--- src/rtl/gb_int_pkg.sv ---
`default_nettype none
// +----------------------------------------------------------------------+
// | gb_int_pkg                                                           |
// | Shared constants and state type for the Game Boy interrupt block.    |
// | Revision: 1.0                                                        |
// +----------------------------------------------------------------------+
package gb_int_pkg;

    localparam logic [15:0] IF_ADDR     = 16'hFF0F;
    localparam logic [15:0] IE_ADDR     = 16'hFFFF;
    localparam logic [7:0]  VECTOR_BASE = 8'h40;

    localparam int INT_VBLANK = 0;
    localparam int INT_STAT   = 1;
    localparam int INT_TIMER  = 2;
    localparam int INT_SERIAL = 3;
    localparam int INT_JOYPAD = 4;
    localparam int NUM_INT    = INT_JOYPAD + 1;

    typedef enum logic [0:0] {
        IDLE = 1'b0,
        HOLD = 1'b1
    } int_state_t;

endpackage : gb_int_pkg
`default_nettype wire

--- src/rtl/gb_irq_prio_enc.sv ---
`default_nettype none
// +----------------------------------------------------------------------+
// | gb_irq_prio_enc                                                      |
// | Fixed-priority encoder; the lowest set index wins.                   |
// | Revision: 1.0                                                        |
// +----------------------------------------------------------------------+
module gb_irq_prio_enc
    import gb_int_pkg::*;
(
    input  logic [NUM_INT-1:0] vec,
    output logic               any,
    output logic [2:0]         idx
);

    always_comb begin
        any = |vec;
        idx = 3'd0;
        // Walk downward so the lowest set bit is the last one written.
        for (int i = NUM_INT - 1; i >= 0; i--) begin
            if (vec[i]) begin
                idx = 3'(i);
            end
        end
    end

endmodule : gb_irq_prio_enc
`default_nettype wire

--- src/rtl/gb_interrupt_ctrl.sv ---
`default_nettype none
// +----------------------------------------------------------------------+
// | gb_interrupt_ctrl                                                    |
// | IF/IE registers, bus access, priority arbitration, dispatch handshake|
// | Revision: 1.0                                                        |
// +----------------------------------------------------------------------+
module gb_interrupt_ctrl #(
    parameter logic [15:0] IF_ADDR     = gb_int_pkg::IF_ADDR,
    parameter logic [15:0] IE_ADDR     = gb_int_pkg::IE_ADDR,
    parameter logic [7:0]  VECTOR_BASE = gb_int_pkg::VECTOR_BASE
) (
    input  logic        clockgb,
    input  logic        reset,
    input  logic [15:0] address,
    input  logic [7:0]  indata,
    output logic [7:0]  outdata,
    input  logic        load,
    input  logic        store,
    input  logic [4:0]  src_req,
    output logic        irq,
    output logic        wake,
    input  logic        int_ack,
    output logic        vector_valid,
    output logic [7:0]  int_vector
);

    import gb_int_pkg::*;

    logic [NUM_INT-1:0] r_if;
    logic [7:0]         r_ie;
    logic [7:0]         r_outdata;
    logic [7:0]         r_vector;
    int_state_t         r_state;
    int_state_t         w_state_next;

    logic               w_if_hit;
    logic               w_ie_hit;
    logic [NUM_INT-1:0] w_pending;
    logic               w_any;
    logic [2:0]         w_idx;
    logic               w_dispatch;
    logic [NUM_INT-1:0] w_ack_clear;
    logic [NUM_INT-1:0] w_if_next;
    logic [7:0]         w_rd_data;

    assign w_if_hit  = (address == IF_ADDR);
    assign w_ie_hit  = (address == IE_ADDR);
    assign w_pending = r_if & r_ie[NUM_INT-1:0];

    gb_irq_prio_enc u_prio_enc (
        .vec (w_pending),
        .any (w_any),
        .idx (w_idx)
    );

    always_comb begin
        w_state_next = r_state;
        w_dispatch   = 1'b0;
        case (r_state)
            IDLE: begin
                if (int_ack) begin
                    w_dispatch   = 1'b1;
                    w_state_next = HOLD;
                end
            end
            HOLD: begin
                if (!int_ack) begin
                    w_state_next = IDLE;
                end
            end
            default: w_state_next = IDLE;
        endcase
    end

    // A late source request must survive both the ack clear and a bus write.
    assign w_ack_clear = (w_dispatch && w_any) ? (NUM_INT'(1) << w_idx) : '0;
    assign w_if_next   = src_req
                       | ((store && w_if_hit) ? indata[NUM_INT-1:0] : r_if) & ~w_ack_clear;

    always_comb begin
        w_rd_data = 8'h00;
        if (w_if_hit) begin
            w_rd_data = {3'b111, r_if};
        end else if (w_ie_hit) begin
            w_rd_data = r_ie;
        end
    end

    always_ff @(posedge clockgb) begin
        if (reset) begin
            r_state <= IDLE;
        end else begin
            r_state <= w_state_next;
        end
    end

    always_ff @(posedge clockgb) begin
        if (reset) begin
            r_if      <= '0;
            r_ie      <= 8'h00;
            r_outdata <= 8'h00;
            r_vector  <= 8'h00;
        end else begin
            r_if      <= w_if_next;
            r_outdata <= load ? w_rd_data : 8'h00;
            if (store && w_ie_hit) begin
                r_ie <= indata;
            end
            if (w_dispatch) begin
                r_vector <= w_any ? (VECTOR_BASE + {2'b00, w_idx, 3'b000}) : 8'h00;
            end
        end
    end

    assign irq          = |w_pending;
    assign wake         = |w_pending;
    assign outdata      = r_outdata;
    assign vector_valid = (r_state == HOLD);
    assign int_vector   = r_vector;

endmodule : gb_interrupt_ctrl
`default_nettype wire

--- config.mk ---
export PLATFORM = sky130hd
export DESIGN_NAME = gb_interrupt_ctrl
export DESIGN_NICKNAME = d
export VERILOG_FILES = /design/src/rtl/gb_int_pkg.sv /design/src/rtl/gb_irq_prio_enc.sv /design/src/rtl/gb_interrupt_ctrl.sv
export SDC_FILE = /design/constraint.sdc
export NUM_CORES = 1
export LEC_CHECK = 0
export ABC_AREA = 0
export CORE_UTILIZATION = 38
export CTS_CLUSTER_SIZE = 20
export DETAILED_ROUTE_END_ITERATION = 7
export PLACE_DENSITY = 0.76
export SKIP_LAST_GASP = 1
export SLEW_MARGIN = 20
export SYNTH_ARGS = -nofsm -noshare
export SYNTH_HDL_FRONTEND = slang
export SYNTH_SLANG_ARGS = --single-unit
--- constraint.sdc ---
create_clock -name clockgb -period 1.7 [get_ports clockgb]
set_input_delay 0.34 -clock clockgb [delete_from_list [all_inputs] [get_ports clockgb]]
set_output_delay 0.34 -clock clockgb [all_outputs]
set_load 0.1 [all_outputs]
==> results.cfg <==
[status]
status = completed

[floorplanning]
initial_core_util = 0.404
rows = 20
io_pins = 53
floorplan.die.width_um = 59.2
floorplan.die.height_um = 59.2
die_area_mm2 = 0.00351
floorplan.core_area_mm2 = 0.00308

[worst_setup_path]
max_stage_delay_ns = 0.39
reg2reg_slack_ns = 0.46
endpoint_kind = output port
crit_path_cell_trace = a22oi_2 > nand4_1 > buf_6 > buf_12
crit_type = reg -> out
worst_setup_path_start_kind = flip-flop
crit_path_top_delay_cell = dfxtp_4
worst_path_maximum_fanout = 5
timing.critical_path.required_ns = 1.36
worst-path-buf-inv = 2
critical_path.top_delay_family = flip-flops
crit_arrival_ns = 1.34

[place]
gp_routability_congestion = 0.914
hpwlAfterDp_um = 2800
port_buffers = 48
dp.cells = 247
postPlaceCellArea_mm2 = 0.00201

[clock_network]
cts_root_buf = clkbuf_4
cts_sinks = 26
ctsLongestPathBuffers = 2
clock_insertion_delay_worst_skew_ns = 0.33
ctsHtreeMaxLevel = 1
holdBufCountCts = 0
tritoncts = done
number_of_buffers_added_by_the_clock_tree_synthesis_step = 3
clkSlewWorstSetupHoldPaths_ns = 0.12

[min_path]
worst_hold_path_type = reg -> reg

[route]
routed_wl_um = 3530
drc = 0
firstDrtPassIters = 4
post_drt_wl_per_cell_um = 14.0
postRouteAntennaNets = 0
vias = 1313
vias_per_cell = 5.21
drtIter0Drc = 57

[timing]
finalCriticalPeriod_ns = 1.68
timing.final.crit_share = 0.986
slew_violations = 0
clock.fmax_mhz = 597
skew_ns = 0.0168
finalSetupViolCount = 0
rsz0062_at_grt = yes
hold_viol = 0

[logic_synthesis]
synth.area.top_cells = dfxtp_1, nor2b_1, a21oi_1
synth_ff_type = dfxtp_1
netlist_instances = 149
synth_top_cells_by_count = dfxtp_1, a21oi_1, nor2b_1
number_of_storage_elements_in_the_synthesis_netlist = 26
combined_area_of_all_synthesized_cells_mm2 = 0.00124
synth.largest_area_cell = dfxtp_1
synth-edff-count = 0
synth.yosys.seq_area_share = 0.418
yosysTopAreaCellShare = 0.418
yosys_synthesis_warning_count = 0
yosys.cell_count.top_type = dfxtp_1
postSynth.asyncResetShare = 0
unique_cell_type_count_in_the_yosys_netlist = 34
synth.avg_cell_area_um2 = 8.36

[grt]
grt_antenna_before_repair = 0
grt_pass1_vias = 1344
grt_first_pass_wirelength_um = 5780
overflow = 0
met3_use_gr = 0.0349
global_route_layer_with_the_greatest_usage = met2
gr-usage-all-layers = 0.218
grt_util_met1 = 0.254
grt_max_degree = 29
grt.met2_usage = 0.377

[cells_and_area]
num_antenna_cells = 0
instances_no_fill = 252
num-fill-cells = 244
fin_area_mm2 = 0.00206
num-nets-final = 244
layout-area-overhead-vs-synth_pct = 65.3
layout.area.seq_um2 = 528
multi_input_comb_area_um2 = 656
fraction_of_final_layout_cells_sized_beyond_drive_strength_1 = 0.221

[power]
leakage_nw = 0.756
power.density_cell_area_mw_per_mm2 = 539
vdd.ir_drop.worst_mv = 0.266

[flow_run]
maxCapViolations = 0
## flip-flops by register name, indices dropped and copies added (netlist names)
register / flops
outdata: 8
r_ie: 8
r_if: 5
int_vector: 4
vector_valid: 1
## power by group
group | internal [W] | switching [W]
Clock | 0.0000834 | 0.000181
Sequential | 0.000620 | 0.0000146
Combinational | 0.000108 | 0.000103
Total | 0.000811 | 0.000299
## metal layers
layer / vias to the layer above / routed length, µm
met1: 601 / 1510
met5: - / 0
met3: 12 / 178
li1: 654 / -
met4: 0 / 115
met2: 46 / 1720
## what timing repair did
| item | in CTS | in global routing |
|---|---|---|
| endpoints found under the setup margin | 4 | 6 |
| gates resized for setup | 1 | 5 |
| pin swaps | 5 | 2 |
| buffers inserted | 2 | 0 |
## cell families (layout without fill, tap and decap cells)
group           Yosys count  in the layout  share of synthesized area
flops                    26             26                      0.418
simple gates             61             61                      0.285
mux                       1              1                    0.00804
compound gates           42             42                      0.214
buf+inv                  18             74                     0.0713
other cells               1              4                    0.00301
## worst register-to-register path: stages (launching register included)
cell and delay [ns]:
dfxtp_4 0.39, a22oi_2 0.20, buf_4 0.15, nand2_1 0.07
o2111ai_1 0.19, o221ai_1 0.14
## cells in the final DEF, fill, tap and decap left out, types with 2 or more instances in the layout
master	instances
nor2b_1	12
o2111ai_1	4
buf_4	15
nand2b_1	2
clkbuf_4	3
nand4b_1	2
buf_12	16
o221ai_1	5
conb_1	4
clkdlybuf4s50_1	33
nand4_1	5
a21oi_1	12
dfxtp_1	24
a22oi_1	5
nor2_1	11
o21ai_0	11
nand3_1	9
o21ai_1	2
inv_1	6
nand2_1	9
dfxtp_4	2
## layout make-up
type / instances / area share
Timing Repair Buffer: 65 / 0.376
Multi-Input combinational cell: 108 / 0.319
Sequential cell: 26 / 0.257
Tap cell: 44 / 0.0267
Clock buffer: 3 / 0.0109
Inverter: 6 / 0.0109
## stage by stage
| stage | hold slack, ns | setup TNS (ns) | worst slack, ns | utilization | total power (W) |
|---|---|---|---|---|---|
| finish | 0.499 | 0 | 0.0241 | 0.669 | 0.00111 |
| global route | 0.532 | -0.0207 | -0.0106 | 0.669 | 0.00115 |
| CTS | 0.490 | 0 | 0.00701 | 0.665 | 0.00111 |
| detailed placement | 0.472 | -5.35 | -0.365 | 0.652 | 0.000858 |
| global placement | 0.462 | -4.43 | -0.293 | 0.652 | 0.000853 |
| floorplan | 0.450 | -1.42 | -0.732 | - | 0.000748 |
## path summary, 6_finish.rpt
check        startpoint      end  cells after the start
max             r_ie[1]     wake                      4
min             r_ie[6]  r_ie[6]                      2
max reg2reg     r_ie[1]  r_if[2]                      5
min reg2reg     r_ie[6]  r_ie[6]                      2
(Power assumes the default switching activity.)
